==> config.mk <==
export PLATFORM = sky130hd
export DESIGN_NAME = fetch_ctrl_flat
export DESIGN_NICKNAME = d
export VERILOG_FILES = /design/src/rtl/fetch_ctrl_if.sv /design/src/rtl/fetch_ctrl.sv /design/src/flat_wrapper.sv
export SDC_FILE = /design/constraint.sdc
export NUM_CORES = 1
export LEC_CHECK = 0
export BUFFER_PORTS_ARGS = -buffer_cell sky130_fd_sc_hd__buf_2
export CAP_MARGIN = 10
export CORE_MARGIN = 2
export CORE_UTILIZATION = 30
export DETAILED_ROUTE_END_ITERATION = 6
export PLACE_DENSITY_LB_ADDON = 0.08
export SKIP_LAST_GASP = 1
export SLEW_MARGIN = 15
export SYNTH_ARGS = -nofsm -noshare
export SYNTH_HDL_FRONTEND = slang
export SYNTH_SLANG_ARGS = --single-unit
==> constraint.sdc <==
create_clock -name clk -period 4.9 [get_ports clk]
set_clock_uncertainty 0.15 [all_clocks]
set_input_delay 0.245 -clock clk [delete_from_list [all_inputs] [get_ports clk]]
set_output_delay 0.245 -clock clk [all_outputs]
set_load 0.02 [all_outputs]
==> src/rtl/fetch_ctrl_if.sv <==
// Fetch-to-decode bus: instr_mem address/data, output buffer handshake,
// redirect request and status outputs of the fetch sequencer.
interface fetch_ctrl_if #(
  parameter int ADDR_LEN  = 8,
  parameter int INSTR_LEN = 32
);
  logic                 start_i;
  logic [ADDR_LEN-1:0]  pc_o;
  logic [INSTR_LEN-1:0] instr_i;
  logic                 out_valid_o;
  logic                 out_ready_i;
  logic [INSTR_LEN-1:0] out_instr_o;
  logic [ADDR_LEN-1:0]  out_pc_o;
  logic                 redirect_i;
  logic [ADDR_LEN-1:0]  redirect_addr_i;
  logic                 halted_o;
  logic                 misalign_o;
  logic [15:0]          fetch_count_o;

  modport master (
    input  start_i, instr_i, out_ready_i, redirect_i, redirect_addr_i,
    output pc_o, out_valid_o, out_instr_o, out_pc_o, halted_o, misalign_o,
    fetch_count_o
  );

  modport slave (
    output start_i, instr_i, out_ready_i, redirect_i, redirect_addr_i,
    input  pc_o, out_valid_o, out_instr_o, out_pc_o, halted_o, misalign_o,
    fetch_count_o
  );
endinterface

==> src/rtl/fetch_ctrl.sv <==
// Instruction-fetch sequencer: owns the PC, buffers one instruction for decode,
// handles redirect/flush, halts on a self-loop and counts accepted instructions.
module fetch_ctrl #(
  parameter int                   ADDR_LEN   = 8,
  parameter int                   INSTR_LEN  = 32,
  parameter logic [ADDR_LEN-1:0]  RESET_PC   = '0,
  parameter logic [INSTR_LEN-1:0] HALT_INSTR = INSTR_LEN'(32'h0000006F)
) (
  input  logic         clk,
  input  logic         rst_n,
  fetch_ctrl_if.master bus
);

  typedef enum logic [1:0] {IDLE, RUN, HALT} state_t;

  state_t               state_q, state_d;
  logic [ADDR_LEN-1:0]  pc_q, pc_d;
  logic                 valid_q, valid_d;
  logic [INSTR_LEN-1:0] instr_q, instr_d;
  logic [ADDR_LEN-1:0]  out_pc_q, out_pc_d;
  logic                 misalign_q, misalign_d;
  logic [15:0]          count_q, count_d;
  logic                 accept;
  logic                 capture;
  logic                 is_halt;

  always_ff @(posedge clk or negedge rst_n) begin
    if (!rst_n) begin
      state_q    <= IDLE;
      pc_q       <= RESET_PC;
      valid_q    <= 1'b0;
      instr_q    <= '0;
      out_pc_q   <= '0;
      misalign_q <= 1'b0;
      count_q    <= '0;
    end else begin
      state_q    <= state_d;
      pc_q       <= pc_d;
      valid_q    <= valid_d;
      instr_q    <= instr_d;
      out_pc_q   <= out_pc_d;
      misalign_q <= misalign_d;
      count_q    <= count_d;
    end
  end

  // Redirect outranks everything; the accept count still advances in that cycle.
  always_comb begin
    accept     = valid_q & bus.out_ready_i;
    capture    = (state_q == RUN) & ~bus.redirect_i & (~valid_q | accept);
    is_halt    = (bus.instr_i == HALT_INSTR);
    state_d    = state_q;
    pc_d       = pc_q;
    valid_d    = valid_q;
    instr_d    = instr_q;
    out_pc_d   = out_pc_q;
    misalign_d = misalign_q;
    count_d    = count_q;

    if (accept && count_q != 16'hFFFF)
      count_d = count_q + 16'd1;

    case (state_q)
      IDLE:    if (bus.start_i && !bus.redirect_i) state_d = RUN;
      RUN:     if (capture && is_halt) state_d = HALT;
      HALT:    if (bus.redirect_i) state_d = RUN;
      default: state_d = IDLE;
    endcase

    if (bus.redirect_i) begin
      valid_d = 1'b0;
      pc_d    = {bus.redirect_addr_i[ADDR_LEN-1:2], 2'b00};
      if (bus.redirect_addr_i[1:0] != 2'b00)
        misalign_d = 1'b1;
    end else if (capture) begin
      instr_d  = bus.instr_i;
      out_pc_d = pc_q;
      valid_d  = 1'b1;
      // The self-loop stays at its own address so a later redirect is the only exit.
      if (!is_halt)
        pc_d = pc_q + ADDR_LEN'(4);
    end else if (accept) begin
      valid_d = 1'b0;
    end
  end

  assign bus.pc_o          = pc_q;
  assign bus.out_valid_o   = valid_q;
  assign bus.out_instr_o   = instr_q;
  assign bus.out_pc_o      = out_pc_q;
  assign bus.halted_o      = (state_q == HALT);
  assign bus.misalign_o    = misalign_q;
  assign bus.fetch_count_o = count_q;

endmodule

==> src/flat_wrapper.sv <==
// flat-port wrapper written by rule: the top's interface ports become plain ports
module fetch_ctrl_flat 
#(
  parameter int                   ADDR_LEN   = 8,
  parameter int                   INSTR_LEN  = 32,
  parameter logic [ADDR_LEN-1:0]  RESET_PC   = '0,
  parameter logic [INSTR_LEN-1:0] HALT_INSTR = INSTR_LEN'(32'h0000006F)
)
  (clk, rst_n, bus_start_i, bus_instr_i, bus_out_ready_i, bus_redirect_i, bus_redirect_addr_i, bus_pc_o, bus_out_valid_o, bus_out_instr_o, bus_out_pc_o, bus_halted_o, bus_misalign_o, bus_fetch_count_o);
  fetch_ctrl_if #(.ADDR_LEN(ADDR_LEN), .INSTR_LEN(INSTR_LEN)) bus_i ();
  input  logic clk;
  input  logic rst_n;
  input wire logic [$bits(bus_i.start_i)-1:0] bus_start_i;
  input wire logic [$bits(bus_i.instr_i)-1:0] bus_instr_i;
  input wire logic [$bits(bus_i.out_ready_i)-1:0] bus_out_ready_i;
  input wire logic [$bits(bus_i.redirect_i)-1:0] bus_redirect_i;
  input wire logic [$bits(bus_i.redirect_addr_i)-1:0] bus_redirect_addr_i;
  output wire logic [$bits(bus_i.pc_o)-1:0] bus_pc_o;
  output wire logic [$bits(bus_i.out_valid_o)-1:0] bus_out_valid_o;
  output wire logic [$bits(bus_i.out_instr_o)-1:0] bus_out_instr_o;
  output wire logic [$bits(bus_i.out_pc_o)-1:0] bus_out_pc_o;
  output wire logic [$bits(bus_i.halted_o)-1:0] bus_halted_o;
  output wire logic [$bits(bus_i.misalign_o)-1:0] bus_misalign_o;
  output wire logic [$bits(bus_i.fetch_count_o)-1:0] bus_fetch_count_o;
  assign bus_i.start_i = bus_start_i;
  assign bus_i.instr_i = bus_instr_i;
  assign bus_i.out_ready_i = bus_out_ready_i;
  assign bus_i.redirect_i = bus_redirect_i;
  assign bus_i.redirect_addr_i = bus_redirect_addr_i;
  assign bus_pc_o = bus_i.pc_o;
  assign bus_out_valid_o = bus_i.out_valid_o;
  assign bus_out_instr_o = bus_i.out_instr_o;
  assign bus_out_pc_o = bus_i.out_pc_o;
  assign bus_halted_o = bus_i.halted_o;
  assign bus_misalign_o = bus_i.misalign_o;
  assign bus_fetch_count_o = bus_i.fetch_count_o;
  fetch_ctrl #(.ADDR_LEN(ADDR_LEN), .INSTR_LEN(INSTR_LEN), .RESET_PC(RESET_PC), .HALT_INSTR(HALT_INSTR)) u_core (.clk(clk), .rst_n(rst_n), .bus(bus_i));
endmodule
### Yosys cells after proc, flatten, opt, wreduce, memory -nomap -nowiden

Index checks and enable logic that the tools add are counted.
Widths: inputs -> output; s select.

| cells by class | value |
|---|---|
| add/sub/neg operators | 2 |
| equal/unequal tests | 8 |
| muxes and demuxes | 10 |
| bitwise operators | 6 |
| reductions and logical operators | 12 |

Operators with widths:

| kind | count |
|---|---|
| $eq 32x7->1 const B | 1 |
| $mux 8 | 3 |
| $add 16x1->16 const B | 1 |
| $ne 16x16->1 const B | 1 |
| $add 8x3->8 const B | 1 |
| $mux 2 | 3 |
| $ne 2x2->1 const B | 3 |
| $pmux 2 s3 | 1 |
| $reduce_and 2->1 | 3 |
| $reduce_bool 2->1 | 2 |
| $and 1x1->1 | 3 |
| $logic_and 1x1->1 | 3 |
| $mux 1 | 3 |
| $reduce_and 3->1 | 1 |
| $reduce_bool 3->1 | 1 |
| $eq 2x1->1 const B | 1 |
| $eq 2x2->1 const B | 1 |
| $logic_not 2->1 | 1 |
| $ne 2x1->1 const B | 1 |
| $not 1->1 | 2 |
| $logic_not 1->1 | 1 |
| $or 1x1->1 | 1 |

| storage, ports and cells | value |
|---|---|
| register bits after elaboration | 68 |

### Depth between registers and ports, before layout

Gate-level depths: netlist of the first run.

| logic depth | value |
|---|---|
| depth in word-level cells | 6 |
| depth in mapped cells | 6 |

### Least setup slack after synthesis of the first run

Ideal clock, no wire load.

| path | value |
|---|---|
| kind | register to register |
| start point | register u_core.count_q[0], in the netlist u_core.bus.fetch_count_o[0] |
| end point | register u_core.count_q[12], in the netlist u_core.bus.fetch_count_o[12] |
| setup time | 119 ps |
| arrival time | 1676 ps |
| data required time | 4631 ps |
| path slack | 2955 ps |
| cell stages (with the launch flop) | 7 |
| buffers on the path | 0 |
| period minus slack after synthesis | 1945 ps |
| cells stage by stage | dfrtp_1 ha_1 nand3_1 or2_2 nor3_1 nand3_1 o21a_1 |

| between the ends | value |
|---|---|
| word-level cells in the longest chain between the ends | 2 |
| elaborated cells between the ends (all ways) | 3 |
| classes of those cells | 1 x add/sub; 1 x eq/ne; 1 x reduce/logical |

Ends and longest elaborated chain:

| what | line | text |
|---|---|---|
| from (decl) | fetch_ctrl.sv:22 | `logic [15:0] count_q, count_d;` |
| from (signal assigned) | fetch_ctrl.sv:43 | `count_q <= count_d;` |
| branches (longest 2 deep; another with $add 16x1->16) | -- |  |

Parallel ways; which one is timed is not known.
A chain may end at the register's enable or synchronous reset.

### Worst setup path in the final report of the first run

| path | value |
|---|---|
| start point | input bus_instr_i[10] |
| end point | register u_core.pc_q[3], in the netlist u_core.bus.pc_o[3] |

| between the ends | value |
|---|---|
| word-level cells in the longest chain between the ends | 3 |

Ends and longest elaborated chain:

| what | line | text |
|---|---|---|
| from (decl) | flat_wrapper.sv:14 | `input wire logic [$bits(bus_i.instr_i)-1:0] bus_instr_i;` |
| $eq 32x7->1 | fetch_ctrl.sv:51 | `is_halt = (bus.instr_i == HALT_INSTR);` |
| $ne 2x2->1 (no line) | -- |  |
| $reduce_and 2->1 (no line) | -- |  |
| to (signal assigned) | fetch_ctrl.sv:38 | `pc_q <= pc_d;` |
| to (decl) | fetch_ctrl.sv:17 | `logic [ADDR_LEN-1:0] pc_q, pc_d;` |

Every way passes these cells.

==> impl_metrics.xml, run 1 <==
<?xml version="1.0" encoding="UTF-8"?>
<metrics>
  <group name="detailed_routing">
    <metric name="detailroute.via_count" unit="">2244</metric>
    <metric name="ant_nets" unit="">0</metric>
    <metric name="detail_route.first_pass.iterations" unit="">3</metric>
    <metric name="wl_per_cell" unit="um">13.81</metric>
    <metric name="drt_first_iter_violations" unit="">50</metric>
    <metric name="detail_route.wirelength" unit="um">6684</metric>
    <metric name="drc_errors" unit="">0</metric>
    <metric name="viasPerCell" unit="">4.636</metric>
  </group>
  <group name="layout">
    <metric name="layout_commonest_cell" unit="">sky130_fd_sc_hd__buf_2</metric>
    <metric name="final_layout_size_suffix_gt1_frac" unit="">0.4611</metric>
    <metric name="fin_nets" unit="">415</metric>
    <metric name="layout_common_cells" unit="">sky130_fd_sc_hd__buf_2 (107), sky130_fd_sc_hd__dfrtp_1 (64), sky130_fd_sc_hd__mux2_2 (40), sky130_fd_sc_hd__dlygate4sd3_1 (39), sky130_fd_sc_hd__nand3_1 (10)</metric>
    <metric name="antennaDiodeCount" unit="">0</metric>
    <metric name="post_layout_nonfiller_instances" unit="">484</metric>
    <metric name="flow.area_growth_from_synthesis" unit="%">43.59</metric>
  </group>
  <group name="floorplan">
    <metric name="floorplan.die.width" unit="um">100.9</metric>
    <metric name="start_util" unit="">0.3065</metric>
    <metric name="dieArea" unit="um2">10190</metric>
    <metric name="vertical_die_dimension" unit="um">100.9</metric>
    <metric name="number_of_rows_in_the_core_area" unit="">35</metric>
    <metric name="fp.coreArea" unit="um2">9196</metric>
    <metric name="num_io_pins" unit="">112</metric>
  </group>
  <group name="setup_path">
    <metric name="worstPathBufferInverterCount" unit="">2</metric>
    <metric name="nature_of_the_critical_path_startpoint" unit="">primary input</metric>
    <metric name="path_delay_family" unit="">simple AND/OR/NAND/NOR gates</metric>
    <metric name="critical_path_rt" unit="ps">4970</metric>
    <metric name="crit_slowest_cell" unit="">sky130_fd_sc_hd__dlygate4sd3_1</metric>
    <metric name="regToRegSetupSlack" unit="ps">2600</metric>
    <metric name="critical_path_s_most_frequent_cell" unit="">sky130_fd_sc_hd__mux2_2</metric>
    <metric name="worstSetupEndpointType" unit="">flip-flop</metric>
    <metric name="worstPathCellList" unit="">dlygate4sd3_1 -&gt; buf_2 -&gt; nor4_1 -&gt; nand4_1 -&gt; o21ai_1 -&gt; mux2_2 -&gt; mux2_2</metric>
    <metric name="critical-path-max-stage-delay" unit="ps">540</metric>
    <metric name="path_max_fanout" unit="">6</metric>
    <metric name="cp.arrival" unit="ps">2550</metric>
    <metric name="setup.worst_path.class" unit="">in -&gt; reg</metric>
  </group>
  <group name="clock_network">
    <metric name="clk-insertion-delay-late" unit="ps">330</metric>
    <metric name="postCtsHoldBufs" unit="">39</metric>
    <metric name="clock_tree.htree_level_count" unit="">3</metric>
    <metric name="cts_inserted_buffers" unit="">9</metric>
    <metric name="cts.repair.resized" unit="">0</metric>
    <metric name="cts.clk_slew.worst_paths" unit="ps">70</metric>
    <metric name="cts.root.buffer_cell" unit="">sky130_fd_sc_hd__clkbuf_8</metric>
    <metric name="numClockSinks" unit="">64</metric>
    <metric name="clockBufferDepth" unit="">2</metric>
    <metric name="postcts_setup_bufs" unit="">0</metric>
    <metric name="cts_tree" unit="">done</metric>
  </group>
  <group name="place">
    <metric name="place.detailed.hpwl" unit="um">4746</metric>
    <metric name="numPortBuffers" unit="">107</metric>
    <metric name="post-place-cells" unit="">429</metric>
    <metric name="gpl.final_weighted_congestion" unit="">0.7383</metric>
  </group>
  <group name="global_routing">
    <metric name="grt_use_met2" unit="">0.2123</metric>
    <metric name="grtUsageTotal" unit="">0.1362</metric>
    <metric name="grt_busiest_layer" unit="">met2</metric>
    <metric name="global_route.usage.met3" unit="">0.02982</metric>
    <metric name="antenna_violations_before_repair" unit="">0</metric>
    <metric name="first_pass_grt_wire_length" unit="um">10700</metric>
    <metric name="grt_max_degree" unit="">45</metric>
    <metric name="overflow" unit="">0</metric>
    <metric name="met1_resource_use_gr" unit="">0.1781</metric>
    <metric name="first_global_vias" unit="">2245</metric>
  </group>
  <group name="pwr">
    <metric name="power_report.internal_total" unit="W">0.001057</metric>
    <metric name="power.switching_fraction" unit="">0.3153</metric>
    <metric name="vdd_ir_max" unit="uV">123.6</metric>
    <metric name="leakage" unit="nW">1.869</metric>
    <metric name="power-per-cell-area" unit="nW/um2">381.3</metric>
    <metric name="part_of_the_total_power_dissipated_in_combinational_logic" unit="">0.239</metric>
    <metric name="power.share.clock" unit="">0.324</metric>
    <metric name="switching_power" unit="W">0.0004867</metric>
    <metric name="power.share.sequential" unit="">0.437</metric>
  </group>
  <group name="sta">
    <metric name="timing.final.setup_violations" unit="">0</metric>
    <metric name="final.period_utilization" unit="">0.5072</metric>
    <metric name="fmax" unit="MHz">402.4</metric>
    <metric name="holdWs" unit="ps">24.89</metric>
    <metric name="final-max-slew-violation-count" unit="">0</metric>
    <metric name="finalCriticalPeriod" unit="ps">2485</metric>
    <metric name="max-slew-margin-rel" unit="">0.4154</metric>
    <metric name="worst_slew_pin_slew" unit="ps">876.9</metric>
    <metric name="rsz0062_at_grt" unit="">no</metric>
    <metric name="final-hold-violation-count" unit="">0</metric>
    <metric name="fin_tns_setup" unit="ps">0</metric>
  </group>
  <group name="logic_synthesis">
    <metric name="synth_flop_cell" unit="">sky130_fd_sc_hd__dfrtp_1</metric>
    <metric name="ys.warnings.count" unit="">0</metric>
    <metric name="synthArstFlopShare" unit="">1.000</metric>
    <metric name="syn_inst" unit="">218</metric>
    <metric name="ys_seq_elements" unit="">64</metric>
    <metric name="synth_cell_types" unit="">43</metric>
    <metric name="synth_largest_area_cell" unit="">sky130_fd_sc_hd__dfrtp_1</metric>
    <metric name="yosys-top-cells-area" unit="">sky130_fd_sc_hd__dfrtp_1 (57%), sky130_fd_sc_hd__mux2_2 (16%), sky130_fd_sc_hd__xnor2_1 (2.5%), sky130_fd_sc_hd__xor2_1 (2.5%), sky130_fd_sc_hd__buf_4 (1.9%)</metric>
    <metric name="number_of_enable_type_register_cells_in_the_synthesized_netlist" unit="">0</metric>
    <metric name="total_standard_cell_area_after_synthesis" unit="um2">2819</metric>
    <metric name="netlist.area_leader.share" unit="">0.5681</metric>
    <metric name="syn_area_per_cell" unit="um2">12.93</metric>
    <metric name="synth-seq-area-share" unit="">0.5681</metric>
  </group>
  <group name="flow_run">
    <metric name="max_capacitance_violation_count" unit="">0</metric>
  </group>
  <group name="min_path">
    <metric name="worst_hold_path_type" unit="">in -&gt; reg</metric>
  </group>
  <group name="status">
    <metric name="run_status" unit="">completed</metric>
  </group>
</metrics>
==> layout make-up <==
| type | instances | area (um2) |
|---|---|---|
| flip-flops and latches | 64 | 1602 |
| inverters | 2 | 7.507 |
| clock inverters | 7 | 96.34 |
| clock buffers | 9 | 123.9 |
| multi-input cells | 144 | 1146 |
| repair buffers | 147 | 933.4 |
| well taps | 111 | 138.9 |
| fillers | 923 | 5149 |
==> worst reg2reg max path: stages, from the launching register on <==
cell and delay [ps]:
sky130_fd_sc_hd__dfrtp_1 400, sky130_fd_sc_hd__nand2b_1 220, sky130_fd_sc_hd__nor2b_2 230, sky130_fd_sc_hd__and2b_2 770
sky130_fd_sc_hd__mux2_2 420
==> cell families after synthesis <==
kind of cell,count (synthesis),share of synthesized area
DFF,64,0.5681
and+or+nand+nor,59,0.1247
muxes,41,0.1651
AOI/OAI and AO/OA,22,0.05237
xor gates and xnor gates,16,0.04971
buffers and inverters,13,0.02974
adders and majority gates,2,0.008876
other,1,0.001330
==> worst paths after layout <==
kind	startpoint	endpoint	depth (start not counted)
setup / recovery	bus_instr_i[10]	u_core.bus.pc_o[3]	7
hold / removal	bus_instr_i[0]	u_core.bus.out_instr_o[0]	2
setup reg to reg	u_core.state_q[1]	u_core.bus.out_instr_o[12]	4
hold reg to reg	u_core.bus.misalign_o	u_core.bus.misalign_o	1
max in group asynchronous	rst_n	u_core.bus.out_instr_o[3]	3
min in group asynchronous	rst_n	u_core.bus.out_instr_o[30]	2
==> synthesized netlist by cell type (all sizes together), types with 3 or more instances <==
cell,count
a31oi,4
and3,4
and4,3
buf,9
dfrtp,64
mux2,41
nand2,9
nand2b,4
nand3,11
nand4,6
nor2,5
nor4,7
o211ai,3
o21ai,7
xnor2,8
xor2,8
==> flip-flops by register name, indices dropped and copies added, names as in the netlist <==
register                  count
u_core.bus.misalign_o         1
u_core.bus.out_pc_o           6
u_core.bus.pc_o               6
u_core.bus.out_instr_o       32
u_core.state_q                2
u_core.bus.fetch_count_o     16
u_core.bus.out_valid_o        1
==> power by group through the flow <==
stage | Clock [W] | Combinational, W | Sequential (W)
floorplan | 0 | 0.000123 | 0.000772
global placement | 0 | 0.000349 | 0.000686
detailed placement | 0 | 0.000351 | 0.000686
CTS | 0.000519 | 0.000375 | 0.000676
global route | 0.000541 | 0.000400 | 0.000688
finish | 0.000500 | 0.000369 | 0.000674
==> per-stage QoR <==
step                total power (W)  instance area (um2)    util  setup slack (ps)
finish                     0.001543                 4048  0.4401              2415
CTS                        0.001570                 4048  0.4401              2395
global placement           0.001035                 3437  0.3737              2594
floorplan                 0.0008947                 2830       -              2955
global route               0.001629                 4048  0.4401              2282
detailed placement         0.001037                 3437  0.3737              2572
==> layer usage <==
layer	up-vias	wire [um]
li1	1086	-
met1	1076	3148
met2	68	3055
met3	14	330
met4	0	149
met5	-	0
(Power assumes the default switching activity.)
==> run 2: changes to the inputs <==
ABC_AREA = 1   (was not set)
clock period = 2.2 ns   (was 4.9 ns; I/O delays follow)
==> impl_metrics.xml, run 2 <==
<?xml version="1.0" encoding="UTF-8"?>
<metrics>
  <group name="status">
    <metric name="run_status" unit="">completed</metric>
  </group>
  <group name="logic_synthesis">
    <metric name="number_of_enable_type_register_cells_in_the_synthesized_netlist" unit="">0</metric>
    <metric name="syn_inst" unit="">403</metric>
    <metric name="synthArstFlopShare" unit="">1.000</metric>
    <metric name="yosys-top-cells-area" unit="">sky130_fd_sc_hd__dfrtp_1 (51%), sky130_fd_sc_hd__nand2_1 (17%), sky130_fd_sc_hd__nand3_1 (5.1%), sky130_fd_sc_hd__inv_1 (5.0%), sky130_fd_sc_hd__o21ai_1 (3.8%)</metric>
    <metric name="post-synth-top-count-cell" unit="">sky130_fd_sc_hd__nand2_1</metric>
    <metric name="total_standard_cell_area_after_synthesis" unit="um2">3171</metric>
    <metric name="netlist.area_leader.share" unit="">0.5051</metric>
    <metric name="synth_flop_cell" unit="">sky130_fd_sc_hd__dfrtp_1</metric>
    <metric name="synth_cell_types" unit="">29</metric>
    <metric name="synth_largest_area_cell" unit="">sky130_fd_sc_hd__dfrtp_1</metric>
    <metric name="ys_seq_elements" unit="">64</metric>
    <metric name="ys.warnings.count" unit="">0</metric>
    <metric name="synth-seq-area-share" unit="">0.5051</metric>
    <metric name="syn_area_per_cell" unit="um2">7.867</metric>
    <metric name="most_common_library_cells_after_synthesis" unit="">sky130_fd_sc_hd__nand2_1 (142), sky130_fd_sc_hd__dfrtp_1 (64), sky130_fd_sc_hd__inv_1 (42)</metric>
  </group>
  <group name="clock_network">
    <metric name="cts.clk_slew.worst_paths" unit="ps">80</metric>
    <metric name="clk-insertion-delay-late" unit="ps">340</metric>
    <metric name="clock_tree.htree_level_count" unit="">3</metric>
    <metric name="cts_inserted_buffers" unit="">9</metric>
    <metric name="cts.root.buffer_cell" unit="">sky130_fd_sc_hd__clkbuf_8</metric>
    <metric name="postcts_setup_bufs" unit="">0</metric>
    <metric name="cts_tree" unit="">done</metric>
    <metric name="numClockSinks" unit="">64</metric>
    <metric name="cts.repair.resized" unit="">0</metric>
    <metric name="clockBufferDepth" unit="">2</metric>
  </group>
  <group name="layout">
    <metric name="multiInputGateArea" unit="um2">1313</metric>
    <metric name="seq_area" unit="um2">1602</metric>
    <metric name="antennaDiodeCount" unit="">0</metric>
    <metric name="fill_cells" unit="">1060</metric>
    <metric name="layout_common_cells" unit="">sky130_fd_sc_hd__nand2_1 (142), sky130_fd_sc_hd__buf_2 (107), sky130_fd_sc_hd__dfrtp_1 (64), sky130_fd_sc_hd__inv_1 (42), sky130_fd_sc_hd__dlygate4sd3_1 (41)</metric>
    <metric name="fin_util" unit="">0.4365</metric>
    <metric name="layout_commonest_cell" unit="">sky130_fd_sc_hd__nand2_1</metric>
    <metric name="postLayoutCellArea" unit="um2">4486</metric>
    <metric name="final_layout_size_suffix_gt1_frac" unit="">0.2469</metric>
    <metric name="fin_nets" unit="">601</metric>
    <metric name="largest_register_ff_count" unit="">32</metric>
    <metric name="flow.area_growth_from_synthesis" unit="%">41.48</metric>
  </group>
  <group name="floorplan">
    <metric name="start_util" unit="">0.3085</metric>
    <metric name="dieArea" unit="um2">11410</metric>
    <metric name="floorplan.die.width" unit="um">106.8</metric>
    <metric name="fp.coreArea" unit="um2">10280</metric>
    <metric name="number_of_rows_in_the_core_area" unit="">37</metric>
    <metric name="vertical_die_dimension" unit="um">106.8</metric>
    <metric name="num_io_pins" unit="">112</metric>
  </group>
  <group name="global_routing">
    <metric name="antenna_violations_before_repair" unit="">0</metric>
    <metric name="first_pass_grt_wire_length" unit="um">14260</metric>
    <metric name="grt_use_met2" unit="">0.2543</metric>
    <metric name="first_global_vias" unit="">2969</metric>
    <metric name="grt_max_degree" unit="">42</metric>
    <metric name="grt_busiest_layer" unit="">met2</metric>
    <metric name="grtUsageTotal" unit="">0.1569</metric>
    <metric name="overflow" unit="">0</metric>
    <metric name="global_route.usage.met3" unit="">0.04073</metric>
    <metric name="met1_resource_use_gr" unit="">0.2031</metric>
  </group>
  <group name="pwr">
    <metric name="vdd_ir_max" unit="uV">409.4</metric>
    <metric name="leakage" unit="nW">2.381</metric>
    <metric name="power.switching_fraction" unit="">0.3735</metric>
    <metric name="part_of_the_total_power_dissipated_in_combinational_logic" unit="">0.313</metric>
    <metric name="switching_power" unit="W">0.001513</metric>
    <metric name="power-per-cell-area" unit="nW/um2">903.0</metric>
    <metric name="power_report.internal_total" unit="W">0.002537</metric>
    <metric name="total_chip_power" unit="W">0.004050</metric>
    <metric name="power.share.clock" unit="">0.280</metric>
    <metric name="power.share.sequential" unit="">0.407</metric>
  </group>
  <group name="place">
    <metric name="gpl.final_weighted_congestion" unit="">0.8173</metric>
    <metric name="post_dp_cell_area" unit="um2">3855</metric>
    <metric name="numPortBuffers" unit="">107</metric>
    <metric name="place.detailed.hpwl" unit="um">6001</metric>
  </group>
  <group name="detailed_routing">
    <metric name="detail_route.wirelength" unit="um">8589</metric>
    <metric name="detail_route.first_pass.iterations" unit="">4</metric>
    <metric name="drc_errors" unit="">0</metric>
    <metric name="wl_per_cell" unit="um">12.36</metric>
    <metric name="ant_nets" unit="">0</metric>
    <metric name="drt_first_iter_violations" unit="">112</metric>
    <metric name="viasPerCell" unit="">4.354</metric>
    <metric name="detailroute.via_count" unit="">3026</metric>
  </group>
  <group name="sta">
    <metric name="final.period_utilization" unit="">0.8297</metric>
    <metric name="final-max-slew-violation-count" unit="">0</metric>
    <metric name="rsz0062_at_grt" unit="">no</metric>
    <metric name="max-slew-margin-rel" unit="">0.6091</metric>
    <metric name="worst_slew_pin_slew" unit="ps">586.4</metric>
    <metric name="final-hold-violation-count" unit="">0</metric>
    <metric name="timing.final.setup_violations" unit="">0</metric>
    <metric name="fmax" unit="MHz">547.9</metric>
    <metric name="fin_tns_setup" unit="ps">0</metric>
    <metric name="finalCriticalPeriod" unit="ps">1825</metric>
  </group>
  <group name="setup_path">
    <metric name="setup.worst_path.class" unit="">reg -&gt; reg</metric>
    <metric name="worstSetupEndpointType" unit="">flip-flop</metric>
    <metric name="path_max_fanout" unit="">19</metric>
    <metric name="nature_of_the_critical_path_startpoint" unit="">flip-flop</metric>
    <metric name="cp.arrival" unit="ps">1890</metric>
    <metric name="critical_path_rt" unit="ps">2260</metric>
  </group>
  <group name="flow_run">
    <metric name="max_capacitance_violation_count" unit="">0</metric>
  </group>
  <group name="min_path">
    <metric name="worst_hold_path_type" unit="">in -&gt; reg</metric>
  </group>
</metrics>
==> run 2: cell count changes in the layout (fill, tap and decap cells not counted), sizes merged, moves of 4 or more <==
cell,delta
nand2,+134
inv,+42
mux2,-41
o21ai,+36
nor2,+23
nand3,+22
nor4,-7
buf,+5
xnor2,-5
nand2b,-4
==> run 2: cell families after synthesis <==
kind of cell / share of synthesized area
and+or+nand+nor: 0.2857
DFF: 0.5051
buffers and inverters: 0.08445
AOI/OAI and AO/OA: 0.07972
xor gates and xnor gates: 0.03591
adders and majority gates: 0.007891
other: 0.001183
==> run 2: cell type report <==
class / count / share of cell area
Clock buffer: 9 / 0.02762
Clock inverter: 7 / 0.02148
Inverter: 44 / 0.03682
Multi-Input combinational cell: 281 / 0.2926
Sequential cell: 64 / 0.3570
Tap cell: 136 / 0.03794
Timing Repair Buffer: 154 / 0.2265
==> run 2: critical path, stage by stage (launching register included) <==
cell and delay [ps]:
sky130_fd_sc_hd__dfrtp_1 440, sky130_fd_sc_hd__ha_1 280, sky130_fd_sc_hd__nand3_2 140, sky130_fd_sc_hd__nor3_4 180
sky130_fd_sc_hd__nand3_1 90, sky130_fd_sc_hd__nand2_1 100, sky130_fd_sc_hd__inv_2 150, sky130_fd_sc_hd__nand2_1 90
sky130_fd_sc_hd__o21ai_0 80
==> run 2: power by group through the flow <==
| stage | registers, W | logic [W] | clock network [W] |
|---|---|---|---|
| after CTS | 0.00165 | 0.00129 | 0.00117 |
| after global routing | 0.00169 | 0.00141 | 0.00122 |
| final | 0.00165 | 0.00127 | 0.00114 |
| after global placement | 0.00167 | 0.00123 | 0 |
| after floorplan | 0.00195 | 0.000478 | 0 |
| after detailed placement | 0.00167 | 0.00123 | 0 |
==> run 2: per-stage QoR <==
stage	setup WS, ps	hold WS [ps]	cells
floorplan	390.5	-335.6	406
global placement	448.0	0.6275	638
detailed placement	369.6	-1.204	638
CTS	360.9	2.392	695
global route	101.6	38.85	695
finish	374.8	20.25	695
==> run 2: worst paths after layout <==
check	start	to	slack, ps	depth (start not counted)
max	u_core.bus.fetch_count_o[0]	u_core.bus.fetch_count_o[3]	370	8
min	bus_out_ready_i	u_core.bus.out_valid_o	20	3
max reg2reg	u_core.bus.fetch_count_o[0]	u_core.bus.fetch_count_o[3]	370	8
min reg2reg	u_core.bus.out_instr_o[2]	u_core.bus.out_instr_o[2]	330	2
max in group asynchronous	rst_n	u_core.bus.out_instr_o[0]	1110	3
min in group asynchronous	rst_n	u_core.bus.fetch_count_o[6]	150	2
==> run 2: what timing repair did <==
item                                    CTS  global route
endpoints found under the setup margin    0             0
endpoints found under the hold margin    62             0
hold buffers                             41             0
==> run 2: per-layer routing <==
layer | up-vias | wire length, um
li1 | 1565 | -
met1 | 1376 | 3952
met2 | 77 | 4049
met3 | 8 | 496
met4 | 0 | 91
met5 | - | 0
==> run 3: changes to the inputs <==
clock period = 1.48 ns   (was 2.2 ns; I/O delays follow)
==> impl_metrics.xml, run 3 (synthesis gave the netlist of run 2 again) <==
<?xml version="1.0" encoding="UTF-8"?>
<metrics>
  <group name="status">
    <metric name="run_status" unit="">finished, violations left</metric>
    <metric name="failed_checks" unit="">negative setup slack</metric>
  </group>
  <group name="setup_path">
    <metric name="path_max_fanout" unit="">6</metric>
    <metric name="setup.worst_path.class" unit="">reg -&gt; reg</metric>
    <metric name="timing.rr.end" unit="">u_core.bus.out_instr_o[30]</metric>
    <metric name="cp.arrival" unit="ps">1620</metric>
    <metric name="worstSetupEndpointType" unit="">flip-flop</metric>
    <metric name="regToRegSetupSlack" unit="ps">-70</metric>
    <metric name="nature_of_the_critical_path_startpoint" unit="">flip-flop</metric>
    <metric name="timing.rr.start" unit="">u_core.bus.out_valid_o</metric>
    <metric name="worst_setup_path_startpoint" unit="">u_core.bus.out_valid_o</metric>
    <metric name="critical_path_rt" unit="ps">1550</metric>
    <metric name="ff2ff_path_depth" unit="">8</metric>
  </group>
  <group name="floorplan">
    <metric name="number_of_rows_in_the_core_area" unit="">37</metric>
    <metric name="floorplan.die.width" unit="um">106.8</metric>
    <metric name="dieArea" unit="um2">11410</metric>
    <metric name="vertical_die_dimension" unit="um">106.8</metric>
    <metric name="fp.coreArea" unit="um2">10280</metric>
    <metric name="start_util" unit="">0.3085</metric>
    <metric name="num_io_pins" unit="">112</metric>
  </group>
  <group name="global_routing">
    <metric name="grtUsageTotal" unit="">0.1653</metric>
    <metric name="grt_max_degree" unit="">65</metric>
    <metric name="antenna_violations_before_repair" unit="">0</metric>
    <metric name="overflow" unit="">0</metric>
    <metric name="first_global_vias" unit="">3167</metric>
    <metric name="first_pass_grt_wire_length" unit="um">15020</metric>
  </group>
  <group name="sta">
    <metric name="holdWs" unit="ps">43.70</metric>
    <metric name="finalCriticalPeriod" unit="ps">1545</metric>
    <metric name="fmax" unit="MHz">647.1</metric>
    <metric name="final-max-slew-violation-count" unit="">0</metric>
    <metric name="final.period_utilization" unit="">1.044</metric>
    <metric name="final-hold-violation-count" unit="">0</metric>
    <metric name="fin_ws" unit="ps">-65.47</metric>
    <metric name="worst_slew_pin_slew" unit="ps">501.8</metric>
    <metric name="timing.final.setup_violations" unit="">48</metric>
    <metric name="max-slew-margin-rel" unit="">0.6650</metric>
    <metric name="rsz0062_at_grt" unit="">yes</metric>
  </group>
  <group name="layout">
    <metric name="largest_register_ff_count" unit="">32</metric>
    <metric name="fin_nets" unit="">657</metric>
    <metric name="fill_cells" unit="">982</metric>
    <metric name="antennaDiodeCount" unit="">0</metric>
    <metric name="flow.area_growth_from_synthesis" unit="%">71.43</metric>
    <metric name="final_layout_size_suffix_gt1_frac" unit="">0.3886</metric>
    <metric name="layout_commonest_cell" unit="">sky130_fd_sc_hd__nand2_1</metric>
    <metric name="post_layout_nonfiller_instances" unit="">751</metric>
    <metric name="fin_util" unit="">0.5289</metric>
    <metric name="layout_common_cells" unit="">sky130_fd_sc_hd__nand2_1 (120), sky130_fd_sc_hd__buf_2 (101), sky130_fd_sc_hd__dfrtp_1 (58), sky130_fd_sc_hd__dlygate4sd3_1 (46), sky130_fd_sc_hd__buf_4 (37)</metric>
    <metric name="multiInputGateArea" unit="um2">1579</metric>
    <metric name="seq_area" unit="um2">1609</metric>
  </group>
  <group name="pwr">
    <metric name="power-per-cell-area" unit="nW/um2">1343</metric>
    <metric name="total_chip_power" unit="W">0.007300</metric>
    <metric name="vdd_ir_max" unit="uV">718.4</metric>
    <metric name="part_of_the_total_power_dissipated_in_combinational_logic" unit="">0.379</metric>
    <metric name="power.share.sequential" unit="">0.338</metric>
    <metric name="switching_power" unit="W">0.002570</metric>
    <metric name="power.share.clock" unit="">0.283</metric>
    <metric name="power.switching_fraction" unit="">0.3521</metric>
    <metric name="leakage" unit="nW">2.850</metric>
    <metric name="power_report.internal_total" unit="W">0.004730</metric>
  </group>
  <group name="detailed_routing">
    <metric name="wl_per_cell" unit="um">13.23</metric>
    <metric name="viasPerCell" unit="">4.425</metric>
    <metric name="drc_errors" unit="">0</metric>
    <metric name="detailroute.via_count" unit="">3323</metric>
    <metric name="detail_route.wirelength" unit="um">9935</metric>
    <metric name="drt_first_iter_violations" unit="">91</metric>
    <metric name="detail_route.first_pass.iterations" unit="">4</metric>
    <metric name="ant_nets" unit="">0</metric>
  </group>
  <group name="min_path">
    <metric name="worst_hold_path_type" unit="">in -&gt; reg</metric>
    <metric name="whs_path_depth" unit="">4</metric>
    <metric name="min_from" unit="">bus_redirect_i</metric>
    <metric name="holdPathEnd" unit="">u_core.bus.pc_o[2]</metric>
  </group>
  <group name="clock_network">
    <metric name="cts_tree" unit="">done</metric>
    <metric name="cts_inserted_buffers" unit="">9</metric>
    <metric name="cts.root.buffer_cell" unit="">sky130_fd_sc_hd__clkbuf_8</metric>
    <metric name="numClockSinks" unit="">64</metric>
    <metric name="clock_tree.htree_level_count" unit="">3</metric>
    <metric name="clockBufferDepth" unit="">2</metric>
    <metric name="cts.clk_slew.worst_paths" unit="ps">70</metric>
    <metric name="clk-insertion-delay-late" unit="ps">340</metric>
  </group>
  <group name="place">
    <metric name="post-place-cells" unit="">666</metric>
    <metric name="numPortBuffers" unit="">107</metric>
    <metric name="dpl_worst_slack" unit="ps">-130.1</metric>
    <metric name="place.detailed.hpwl" unit="um">5981</metric>
    <metric name="gpl.final_weighted_congestion" unit="">0.7812</metric>
  </group>
  <group name="flow_run">
    <metric name="max_capacitance_violation_count" unit="">0</metric>
  </group>
</metrics>
[run 3: power by group through the flow]
stage               Clock, W  Sequential, W  Combinational (W)
finish               0.00207        0.00247            0.00277
global route         0.00220        0.00252            0.00301
CTS                  0.00212        0.00243            0.00238
detailed placement         0        0.00246            0.00216
global placement           0        0.00245            0.00215
floorplan                  0        0.00293           0.000764
[run 3: how the worst max path moves through the flow]
stage / cells after the start / slack, ps / end
6_report: 8 / -70 / u_core.bus.out_instr_o[30]
3_3_place_gp: 8 / -90 / u_core.bus.fetch_count_o[14]
3_5_place_dp: 7 / -130 / u_core.bus.fetch_count_o[15]
5_1_grt: 8 / -130 / u_core.bus.fetch_count_o[3]
4_1_cts: 8 / -30 / u_core.bus.fetch_count_o[2]
2_1_floorplan: 9 / -150 / u_core.bus.fetch_count_o[13]
[run 3: layer usage]
layer,vias to the layer above,track usage,part of all wire
li1,1676,-,-
met1,1552,0.2139,0.47
met2,85,0.2771,0.47
met3,10,0.02918,0.045
met4,0,0.06030,0.011
met5,-,0,0
[run 3: final cells by class]
class / count / area share
well taps: 136 / 0.03131
clock inverters: 5 / 0.02348
flip-flops and latches: 64 / 0.2960
multi-input cells: 283 / 0.2905
inverters: 44 / 0.03177
clock buffers: 11 / 0.02601
repair buffers: 208 / 0.3009
[run 3: critical path, stage by stage (launching register included)]
cell	delay, ps
sky130_fd_sc_hd__dfrtp_2	410
sky130_fd_sc_hd__inv_2	50
sky130_fd_sc_hd__nor2_2	40
sky130_fd_sc_hd__nor3_4	190
sky130_fd_sc_hd__buf_6	160
sky130_fd_sc_hd__nand2_8	100
sky130_fd_sc_hd__clkbuf_16	220
sky130_fd_sc_hd__nand2_2	50
sky130_fd_sc_hd__o21ai_1	50
[run 3: repair_timing]
item                                    in CTS  in global routing
gates cloned                                 1                 12
endpoints found under the setup margin      22                 47
pin swaps                                    2                 10
resized for setup                           18                 67
setup buffers                                4                  7
endpoints found under the hold margin      104                  4
hold buffers                                46                  4
[run 3: per-stage QoR]
| step | cell area, um2 | setup TNS [ps] |
|---|---|---|
| after detailed placement | 4104 | -1789 |
| after CTS | 4932 | -165.6 |
| after global routing | 5435 | -5185 |
| after global placement | 4104 | -1199 |
| after floorplan | 3237 | -4358 |
| final | 5435 | -1246 |
